$ cat src/rtl/inst_sram_ctrl.sv
// Single-port async SRAM controller shared by CPU instruction and data ports.
// Define SRAM_WAIT_STATE_EN to add one RD_WAIT cycle to every read.
module inst_sram_ctrl (
  input  logic        CLK,
  input  logic        RST,
  input  logic        INST_CE,
  input  logic        INST_WE,
  input  logic [3:0]  INST_BE,
  input  logic [31:0] INST_WDATA,
  input  logic [31:0] INST_VADDR,
  output logic [31:0] INST_RDATA,
  input  logic        DATA_CE,
  input  logic        DATA_WE,
  input  logic [3:0]  DATA_BE,
  input  logic [31:0] DATA_WDATA,
  input  logic [31:0] DATA_VADDR,
  output logic [31:0] DATA_RDATA,
  output logic        STALL_REQ,
  output logic [19:0] RAM_ADDR,
  output logic [3:0]  RAM_BE_N,
  output logic        RAM_CE_N,
  output logic        RAM_OE_N,
  output logic        RAM_WE_N,
  output logic [31:0] RAM_DQ_O,
  output logic        RAM_DQ_OE,
  input  logic [31:0] RAM_DQ_I
);

`ifdef SRAM_WAIT_STATE_EN
  typedef enum logic [2:0] {
    IDLE, RD, RD_WAIT, WR_SETUP, WR_PULSE, WR_DONE
  } state_t;
`else
  typedef enum logic [2:0] {
    IDLE, RD, WR_SETUP, WR_PULSE, WR_DONE
  } state_t;
`endif

  state_t state, state_nx;

  logic        src_q;
  logic [19:0] addr_q;
  logic [3:0]  be_q;
  logic [31:0] wdata_q;
  logic [31:0] inst_rdata_q;
  logic [31:0] data_rdata_q;

  logic [31:0] inst_phys;
  logic [31:0] data_phys;
  logic        rd_last;
  logic        leave_idle;
  logic        unused;

  assign inst_phys = {3'b000, INST_VADDR[28:0]};
  assign data_phys = {3'b000, DATA_VADDR[28:0]};

  // Instruction port is read-only; its write side is intentionally dropped.
  assign unused = ^{INST_WE, INST_BE, INST_WDATA,
                    inst_phys[31:22], inst_phys[1:0],
                    data_phys[31:22], data_phys[1:0]};

`ifdef SRAM_WAIT_STATE_EN
  assign rd_last = (state == RD_WAIT);
`else
  assign rd_last = (state == RD);
`endif

  assign leave_idle = (state == IDLE) && (state_nx != IDLE);

  always_comb begin
    state_nx  = state;
    RAM_CE_N  = 1'b1;
    RAM_OE_N  = 1'b1;
    RAM_WE_N  = 1'b1;
    RAM_BE_N  = 4'hF;
    RAM_DQ_OE = 1'b0;
    case (state)
      IDLE: begin
        if (DATA_CE && DATA_WE)
          state_nx = WR_SETUP;
        else if (DATA_CE || INST_CE)
          state_nx = RD;
      end
      RD: begin
        RAM_CE_N = 1'b0;
        RAM_OE_N = 1'b0;
        RAM_BE_N = 4'h0;
`ifdef SRAM_WAIT_STATE_EN
        state_nx = RD_WAIT;
`else
        state_nx = IDLE;
`endif
      end
`ifdef SRAM_WAIT_STATE_EN
      RD_WAIT: begin
        RAM_CE_N = 1'b0;
        RAM_OE_N = 1'b0;
        RAM_BE_N = 4'h0;
        state_nx = IDLE;
      end
`endif
      WR_SETUP: begin
        RAM_CE_N  = 1'b0;
        RAM_DQ_OE = 1'b1;
        RAM_BE_N  = ~be_q;
        state_nx  = WR_PULSE;
      end
      WR_PULSE: begin
        RAM_CE_N  = 1'b0;
        RAM_DQ_OE = 1'b1;
        RAM_BE_N  = ~be_q;
        RAM_WE_N  = 1'b0;
        state_nx  = WR_DONE;
      end
      WR_DONE: begin
        RAM_CE_N  = 1'b0;
        RAM_DQ_OE = 1'b1;
        RAM_BE_N  = ~be_q;
        state_nx  = IDLE;
      end
      default: state_nx = IDLE;
    endcase
  end

  always_ff @(posedge CLK) begin
    if (RST) begin
      state        <= IDLE;
      src_q        <= 1'b0;
      addr_q       <= '0;
      be_q         <= '0;
      wdata_q      <= '0;
      inst_rdata_q <= '0;
      data_rdata_q <= '0;
    end else begin
      state <= state_nx;
      if (leave_idle) begin
        src_q   <= DATA_CE;
        addr_q  <= DATA_CE ? data_phys[21:2]
                           : inst_phys[21:2];
        be_q    <= DATA_BE;
        wdata_q <= DATA_WDATA;
      end
      if (rd_last) begin
        if (src_q)
          data_rdata_q <= RAM_DQ_I;
        else
          inst_rdata_q <= RAM_DQ_I;
      end
    end
  end

  assign RAM_ADDR   = addr_q;
  assign RAM_DQ_O   = wdata_q;
  assign INST_RDATA = inst_rdata_q;
  assign DATA_RDATA = data_rdata_q;
  assign STALL_REQ  = (state != IDLE) || (INST_CE && DATA_CE);

endmodule

$ cat config.mk
export PLATFORM = sky130hd
export DESIGN_NAME = inst_sram_ctrl
export DESIGN_NICKNAME = d
export VERILOG_FILES = /design/src/rtl/inst_sram_ctrl.sv
export SDC_FILE = /design/constraint.sdc
export NUM_CORES = 1
export LEC_CHECK = 0
export ABC_AREA = 1
export CAP_MARGIN = 25
export CORE_MARGIN = 5
export CORE_UTILIZATION = 40
export CTS_CLUSTER_DIAMETER = 30
export DETAILED_ROUTE_END_ITERATION = 8
export GPL_TIMING_DRIVEN = 0
export MAX_ROUTING_LAYER = met4
export PLACE_DENSITY = 0.88
export SLEW_MARGIN = 20
export SYNTH_ARGS = -nofsm -noshare
export SYNTH_HDL_FRONTEND = slang
export SYNTH_SLANG_ARGS = --single-unit
$ cat constraint.sdc
create_clock -name CLK -period 3.8 [get_ports CLK]
set_input_delay 0.76 -clock CLK [delete_from_list [all_inputs] [get_ports CLK]]
set_output_delay 0.76 -clock CLK [all_outputs]
set_load 0.02 [all_outputs]
# Word-level counts from Yosys, hierarchy flattened
# Index checks and enable logic that the tools add are counted.
# W data, S select, Z words.
# totals
reg_bits	124
latchBits	0
ram_bits	0
romBits	0
out_inout_bits	125
word_cells	34
memories	0
# op_classes
addsub	0
multipliers	0
div_mod_pow	0
n_lt_le_gt_ge	0
n_eq_ne	4
shift	0
n_mux	9
bitwise	2
reduce_logical	12
# ops
operator	count
$mux W20	1
$pmux W3 S3	1
$pmux W4 S2	1
$eq A3 B2 Y1 const B	2
$mux W3	2
$reduce_bool A3 Y1	2
$mux W1	4
$not A4 Y4	1
$reduce_and A2 Y1	2
$reduce_or A4 Y1	1
$eq A3 B1 Y1 const B	1
$eq A3 B3 Y1 const B	1
$logic_and A1 B1 Y1	3
$logic_not A3 Y1	1
$reduce_or A3 Y1	1
$logic_or A1 B1 Y1	2
$not A1 Y1	1

# Longest topological paths before layout
# Gate-level depths: netlist (run 1).
# depth
ltp_word	6
ltp_mapped	10
depth_no_buf	8

# Least setup slack after synthesis (run 1)
# OpenSTA, ideal clock, no wires.
# synth_path
path_kind	in2out
startpoint	input DATA_CE
endpoint	output STALL_REQ
arrival_ns	1.347
t_required_ns	3.040
path_slack_ns	1.693
path_stages	4
n_path_buf	2
path_cell_list	buf_4 buf_2 nand2_1 nand2_1
# synth_via
elab_chain_len	2
# synth_lines
element	line_no	rtl
start: declaration	12	input logic DATA_CE,
$logic_and A1 B1 Y1	156	assign STALL_REQ = (state != IDLE) || (INST_CE && DATA_CE);
$logic_or A1 B1 Y1	156	
end: declaration	18	output logic STALL_REQ,
# Every way passes these cells.

# Worst setup path after layout (run 1)
# layout_path
startpoint	register state[0]
endpoint	output RAM_BE_N[0]
# layout_via
elab_chain_len	3
elab_cells_between_ends	6
cone_classes	4 x eq/ne; 1 x mux; 1 x reduce/logical
# layout_lines
element	line_no	rtl
start: declaration	39	state_t state, state_nx;
start signal: assignment	135	state <= state_nx;
$eq A3 B2 Y1 or $eq A3 B3 Y1 (tied branches)	77	case (state)
$reduce_or A3 Y1 (no line)	--	
$pmux W4 S2 (*)	77	
end: declaration	20	output logic [3:0] RAM_BE_N,
# Mark *: on every way between the ends. The rest lies on a longest branch, timed or not.

==> results of run 1 <==
-- synthesized netlist by cell type --
cell type	instances
nand2_2	2
dfxtp_1	124
nand3_2	1
buf_4	1
nor2_2	2
o21ai_1	4
clkbuf_1	16
inv_1	44
nand3_1	1
buf_2	14
nor2_1	246
o21ai_0	64
buf_6	7
inv_2	3
buf_1	2
mux2i_1	20
nand4_1	1
nand2_1	122
a21oi_1	3
-- cell usage in the layout, fill, tap and decap left out --
cell | netlist | final
buf_1 | 2 | 2
nand3_2 | 1 | 1
inv_1 | 44 | 44
clkinv_2 | 0 | 3
buf_4 | 1 | 1
clkbuf_16 | 0 | 17
o21ai_1 | 4 | 4
nand3_1 | 1 | 1
o21ai_0 | 64 | 64
buf_2 | 14 | 14
clkdlybuf4s50_1 | 0 | 236
mux2i_1 | 20 | 20
nor2_1 | 246 | 246
clkbuf_1 | 16 | 18
bufinv_16 | 0 | 3
nand2_2 | 2 | 2
diode_2 | 0 | 1
clkinvlp_4 | 0 | 1
a21oi_1 | 3 | 3
clkbuf_8 | 0 | 4
nand2_1 | 122 | 122
inv_2 | 3 | 3
dfxtp_1 | 124 | 124
nor2_2 | 2 | 2
buf_6 | 7 | 7
nand4_1 | 1 | 1
-- report_power, final --
group | internal [uW] | switching [uW] | leakage, uW | total [uW]
combinational | 522 | 602 | 0.00230 | 1120
clock | 1090 | 546 | 0.000295 | 1640
sequential | 1460 | 78.3 | 0.00102 | 1540
total | 3070 | 1230 | 0.00361 | 4300
-- sequential cells by signal, indices dropped and copies added (netlist names) --
name / cells
INST_RDATA: 32
state: 3
src_q: 1
RAM_DQ_O: 32
be_q: 4
DATA_RDATA: 32
RAM_ADDR: 20
-- cells by family (layout without fill, tap and decap cells) --
| logic type | after synthesis | in the layout | synth area share, % |
|---|---|---|---|
| DFF | 124 | 124 | 51.0 |
| buffers and inverters | 87 | 353 | 8.23 |
| other | 0 | 1 | 0 |
| muxes | 20 | 20 | 4.11 |
| and+or+nand+nor | 375 | 375 | 29.3 |
| AOI/OAI and AO/OA | 71 | 71 | 7.30 |
-- cell type report --
type / count / share of cell area, %
clock buffers: 23 / 6.09
inverters: 47 / 2.20
diodes: 1 / 0.0312
well taps: 147 / 2.29
repair buffers: 236 / 29.5
flip-flops and latches: 124 / 31.0
plain buffers: 40 / 2.79
clock inverters: 7 / 1.40
multi-input cells: 466 / 24.7
-- metrics by stage --
| step | area, um^2 | cells | utilization, % | hold WS, ns | setup WS, ns |
|---|---|---|---|---|---|
| 6_report | 8020 | 1091 | 67.0 | 0.477 | 0.439 |
| 5_1_grt | 8020 | 1091 | 67.0 | 0.495 | 0.307 |
| 4_1_cts | 8010 | 1090 | 67.0 | 0.482 | 0.424 |
| 3_5_place_dp | 7410 | 1060 | 62.0 | 0.470 | 0.785 |
| 3_3_place_gp | 7410 | 1060 | 62.0 | 0.458 | 0.841 |
| 2_1_floorplan | 4870 | 677 | - | 0.449 | 1.69 |
-- worst register-to-register path, delay by kind of cell (launching register included) --
family / cells / cell delay (ns)
and+or+nand+nor: 5 / 0.64
DFF: 1 / 0.34
buffers and inverters: 3 / 0.47
-- path summary, 6_finish.rpt --
path,from,end,slack [ns],cells after the start
worst max-delay path,state[0]$_SDFF_PP0_,RAM_BE_N[0],0.44,7
worst min-delay path,be_q[1]$_SDFFE_PP0P_,be_q[1]$_SDFFE_PP0P_,0.48,2
worst max register to register,state[0]$_SDFF_PP0_,INST_RDATA[18]$_SDFFE_PP0P_,2.23,8
worst min register to register,be_q[1]$_SDFFE_PP0P_,be_q[1]$_SDFFE_PP0P_,0.48,2
-- layer usage --
layer | share of wire (%) | up-vias | global-route usage (%)
met5 | 0 | - | -
met4 | 1.7 | 0 | 7.44
met3 | 9.0 | 22 | 8.65
met2 | 49 | 185 | 38.4
met1 | 40 | 2238 | 23.1
li1 | - | 2581 | -
==> results.txt, run 1 <==
Synth top area cells: dfxtp_1 51%, nor2_1 19%, nand2_1 9.4%, o21ai_0 6.6%, mux2i_1 4.1%
Initial core utilization: 40.7%
Setup violation total in the final timing report: 0
Post-DP HPWL: 12300 um
Kind of critical path: register to output port
IO Pins: 299
Final min period: 3.36 ns
Drt via density: 4.61
Root Buffer: clkbuf_16
Worst EP arrival: 2.60 ns
Wire length of the first global-routing pass: 24400 um
Vias: 5026
Die H: 120 um
Area delta synth->final: 64.7%
Final Hold Viols: 0
IO Port Bufs: 236
Max FO, Critical Path: 6
Critical Path Start Type: register
Instance count of the mapped netlist: 677
Core footprint: 12000 um^2
Top cell type's share of synthesized area: 51.0%
Critical-path cell list: inv_2 > nand2_1 > inv_1 > a21oi_1 > nand2_1 > o21ai_0 > clkdlybuf4s50_1
Worst-margin pin slew: 0.553 ns
CTS tree: built
Drt drc: 0
Area taken by multi-input logic gates: 1980 um^2
Slowest stage cell on the critical path: clkdlybuf4s50_1
WP data required: 3.04 ns
Largest net degree at the start of global routing: 17
Worst path buffer plus inverter count: 3
Remaining Overflow, GRT: 0
Initial DRC count: 236
Share of cells above drive strength 1: 6.15%
Slew margin rel.: 63.1%
Post-CTS Hold Fix Bufs: 0
CTS Sinks: 124
VDD IR-drop max: 0.371 mV
Synthesized cell area: 4870 um^2
CP peak stage delay: 0.70 ns
Yosys top cell by area: dfxtp_1
Overall Power: 4300 uW
Cell area power density: 536 nW/um^2
Run status: complete, no violations
Pleak: 0.00361 uW
H-tree levels: 4
Die area: 14500 um^2
Die W: 120 um
Aggregate global-route resource usage: 22.1%
Postcts setup bufs: 0
Number of global-route vias before repair: 4921
Sequential cell area: 2480 um^2
Maximum Capacitance Violations: 0
Final Cycle Share: 88.4%
Final Max Slew Viols: 0
Cell with the most instances on the worst path: nand2_1
Sequential-to-total area share from yosys stat: 51.0%
Worst-Skew Late Latency: 0.41 ns
Worst setup EP type: output port
RSZ-0062 raised after global routing: no
Routed WL per cell: 14.6 um
Drt first pass iters: 4
Mapped Nets: 851
Global placement routability congestion: 0.820
Clock Tree Buf Depth: 2
Fmax: 298 MHz
Largest delay share family, worst path: buffers and inverters
Setup TNS: 0 ns
Ys Warns: 0
Number of CTS-inserted buffers: 17
Post-Route WL: 16000 um
Resize count post-CTS: 0
Syn_area_per_cell: 7.19 um^2
Unique cell type count in the Yosys netlist: 19
Routed Antenna Nets: 0
Hold crit path type: register to register
Nets@finish: 1106
Initial antenna violation count: 1
Row count: 40
Final clock skew: 0.00494 ns
Flops & latches, synth: 124
CTS clk-pin slew, worst paths: 0.05 ns
Layout fillers: 1022
Note: power is estimated with default switching activity, not from simulation.
==> inputs of run 2 (changes only) <==
CAP_MARGIN = 5   (was 25)
==> results of run 2 <==
Same layout as run 1: the final DEF is identical, and so are final timing and power.
==> RTL change 1, RTL diff (config.mk and constraints of run 1) <==
The option `SRAM_WAIT_STATE_EN` is turned on by a define.
--- a/src/rtl/inst_sram_ctrl.sv
+++ b/src/rtl/inst_sram_ctrl.sv
@@ -1,5 +1,7 @@
 // Single-port async SRAM controller shared by CPU instruction and data ports.
 // Define SRAM_WAIT_STATE_EN to add one RD_WAIT cycle to every read.
+`define SRAM_WAIT_STATE_EN
+
 module inst_sram_ctrl (
   input  logic        CLK,
   input  logic        RST,
Check against the original RTL: not equivalent (a bounded check fails within 4 cycles, from zero or initial values and one cycle with RST high).
==> RTL change 1 against run 1 <==
Setup slack better by 0.00060 ns; combinational power down 8%; cell area is 5.4% higher; global-route usage grew 1.5 points; critical path depth shrank 2; sequential cell count unchanged; power is 1.5% lower; cell count up 9.6%; first-iteration DRC count increased by 26%; routed wire length increased by 14%; count of clock-buffer cells in the layout shrank 4; worst hold slack worse by 0.019 ns; synthesized area rose by 7.3%; largest cell class unchanged.
==> RTL change 1: results (changes against run 1) <==
* Synthesized Nets at 928 (+9.0%)
* Wire length per cell at 15.29 um (+4.4%)
* DRT Pass-1 Iters at 5 (+1)
* Uppermost layer routed: met4
* R2R Setup Slk at 2.29 ns (+0.06 ns)
* Met1 Track Usage GR at 25.75% (+2.7 points)
* End of the critical path: STALL_REQ
* Layout cells sized above 1 at 6.354% (+0.20 points)
* Nets at 1184 (+7.1%)
* Launch point of the worst hold path: DATA_RDATA[28]
* Synth cell count leaders: nand2_1, dfxtp_1, nor2_1
* R2R depth at 6 (-2)
* Crit Path Max Fanout at 10 (+4)
* Normalized max-slew margin at 62.57% (-0.57 points)
* Number of port buffers at 237 (+0.42%)
* Layout Cells excl Fill at 1196 (+9.6%)
* Hold_ws at 0.4582 ns (-0.01910 ns)
* Met1 wire length at 7133 um (+12%)
* Register area share after synthesis at 47.57% (-3.4 points)
* Worst slack, placed at 0.4283 ns (-0.3563 ns)
* Vias in the first global route at 5813 (+18%)
* Fmax at 0.2976 GHz (about the same)
* Met2 WL at 8717 um (+11%)
* Grt met3 use at 7.976% (-0.68 points)
* GRT Total Usage at 23.68% (+1.5 points)
* Worst reg2reg endpoint: INST_RDATA[26]
* CTS resizes at 0 (unchanged)
* First DRT Iteration DRCs at 298 (+26%)
* Most used flip-flop cell after synthesis: dfxtp_1
* CP startpoint: DATA_CE
* Hold endpoint: DATA_RDATA[28]
* DR vias at 5862 (+17%)
* Status: finished clean
* Largest cells by area after synthesis: dfxtp_1, nand2_1, nor2_1, nand4_1, a21oi_1
* Count of cell types in the netlist at 18 (-1)
* Multiplexer area fraction after synthesis at 0% (-4.1 points)
* Met2 usage at 39.06% (+0.67 points)
* Leakage power at 0.003521 uW (-2.5%)
* PwrDens at 501.0 nW/um2 (-6.5%)
* Post-CTS Setup Inserts at 0 (unchanged)
* RD Place Congestion at 0.8433 (+2.8%)
* Mapped Avg Cell Area at 6.921 um2 (-3.7%)
* First-pass GRT wire length at 28880 um (+19%)
* Worst vdd ir at 0.2953 mV (-20%)
* Post-DP HPWL at 13790 um (+12%)
* Synth Area in Compound Gates at 7.145% (-0.16 points)
* Filler Cell Count at 1044 (+2.2%)
* Worst r2r src: src_q
* Worst Skew at 0.005211 ns (+0.0002738 ns)
* Placed cell area at 7806 um2 (+5.3%)
* DR WL met3 at 1741 um (+22%)
[RTL change 1: power breakdown]
part	switching, uW	internal (uW)	total [uW]
sequential	60.6	1410	1470
clock	600	1140	1740
combinational	576	450	1030
[RTL change 1: layout make-up]
cell class,count,share of cell area [%]
Antenna cell,1,0.02961
Buffer,57,3.434
Clock buffer,19,5.359
Clock inverter,13,2.250
Inverter,66,2.931
Multi-Input combinational cell,507,26.01
Sequential cell,124,29.37
Tap cell,172,2.546
Timing Repair Buffer,237,28.07
[RTL change 1: cells by family (layout without fill, tap and decap cells)]
kind of cell / Yosys count / count (layout)
other: 0 / 1
flip-flops: 124 / 124
AO/OA/AOI/OAI: 72 / 72
buffers and inverters: 123 / 392
AND/OR/NAND/NOR: 435 / 435
[RTL change 1: critical path, stage by stage]
cell             delay (ns)
clkdlybuf4s50_1        0.52
inv_1                  0.11
clkbuf_1               0.28
o211ai_1               0.25
clkdlybuf4s50_1        0.67
==> RTL change 2, RTL diff (settings of run 1) <==
Made on the original files. Encoding of `state_t`: now Gray code (3 bits for 5 states).
--- a/src/rtl/inst_sram_ctrl.sv
+++ b/src/rtl/inst_sram_ctrl.sv
@@ -32,7 +32,7 @@
   } state_t;
 `else
   typedef enum logic [2:0] {
-    IDLE, RD, WR_SETUP, WR_PULSE, WR_DONE
+    IDLE = 3'b000, RD = 3'b001, WR_SETUP = 3'b011, WR_PULSE = 3'b010, WR_DONE = 3'b110
   } state_t;
 `endif
 
Check against the original RTL: same outputs for any inputs over 10 cycles, from zero or initial values and one cycle with RST high; not proved beyond that.
==> RTL change 2 against run 1 <==
Register-to-register slack gained 0.03 ns; sequential cell count is the same; clock skew grew 0.0013 ns; power grew 3.8%; setup slack gained 0.42 ns; cell area grew 3.8%; sequential share of layout area shrank 1.1 points; synthesized area grew 5.8%; worst hold slack is essentially flat; non-clock buffer count grew 8; first-iteration DRC count grew 11%; routed wire length grew 6.3%; largest power group unchanged; highest routed layer unchanged.
==> RTL change 2: results (changes against run 1) <==
* Grt met3 use at 8.783% (+0.13 points)
* DRT Pass-1 Iters at 6 (+2)
* Antenna violations before repair at 0 (-1)
* R2R depth at 7 (-1)
* First DRT Iteration DRCs at 263 (+11%)
* Synthesized Nets at 900 (+5.8%)
* Worst Skew at 0.006213 ns (+0.001276 ns)
* Layout cells sized above 1 at 7.646% (+1.5 points)
* Vias in the first global route at 5282 (+7.3%)
* Post-DP HPWL at 13050 um (+5.9%)
* Worst vdd ir at 0.2815 mV (-24%)
* Register area share after synthesis at 48.23% (-2.8 points)
* Met2 usage at 38.57% (+0.17 points)
* Critical Path AT at 2.18 ns (-0.42 ns)
* DR vias at 5389 (+7.2%)
* Core Footprint at 12620 um2 (+5.5%)
* Slowest stage delay, CP at 0.63 ns (-0.07 ns)
* Synth cell count leaders: nor2_1, dfxtp_1, nand2_1
* Inverter count at 48 (+2.1%)
* Area of the multi-input gates at 2208 um2 (+11%)
* Crit Path Max Fanout at 10 (+4)
* Met1 wire length at 6733 um (+5.3%)
* Nonclk buf count at 284 (+2.9%)
* Clock-cell share at 7.130% (-0.36 points)
* Seq area share at 29.84% (-1.1 points)
* # diodes at 0 (-1)
* Filler Cell Count at 1107 (+8.3%)
* DP Cell Count at 1134 (+7.0%)
* Leakage power at 0.003608 uW (-0.11%)
* Wire length per cell at 14.56 um (-0.57%)
* Clock power share at 36.2% (-1.9 points)
* Status: finished clean
* First-pass GRT wire length at 25840 um (+6.1%)
* Largest cells by area after synthesis: dfxtp_1, nor2_1, nand2_1, o21ai_0, nand3b_1
* Flop pwr share at 34.9% (-0.9 points)
* Clkbuf count at 20 (-13%)
## RTL change 2: cell types whose count changed after synthesis, moves of 4 or more
cell / change
o21ai_1: +6
nor2_2: +10
mux2i_1: -20
nand3_1: +19
o21ai_0: -6
nor2_1: +28
nand2_1: -34
nand3b_1: +36
clkbuf_1: +4
## RTL change 2: worst register-to-register path, stage by stage, from the launching register on
cell and delay [ns]:
dfxtp_1 0.33, inv_4 0.12, nand2_4 0.07, nor2_4 0.16, buf_1 0.42, nand3b_1 0.20, nand2_1 0.09, nor2_1 0.04
## RTL change 2: final timing paths
path              slack, ns  startpoint            to
hold reg to reg        0.48     be_q[2]       be_q[2]
setup / recovery       0.86     DATA_CE     STALL_REQ
hold / removal         0.48     be_q[2]       be_q[2]
setup reg to reg       2.26    state[1]  RAM_DQ_O[21]
## RTL change 2: cell families after synthesis
family                 Yosys count
AO/OA/AOI/OAI                   71
AND/OR/NAND/NOR                435
flip-flops                     124
buffers and inverters           96
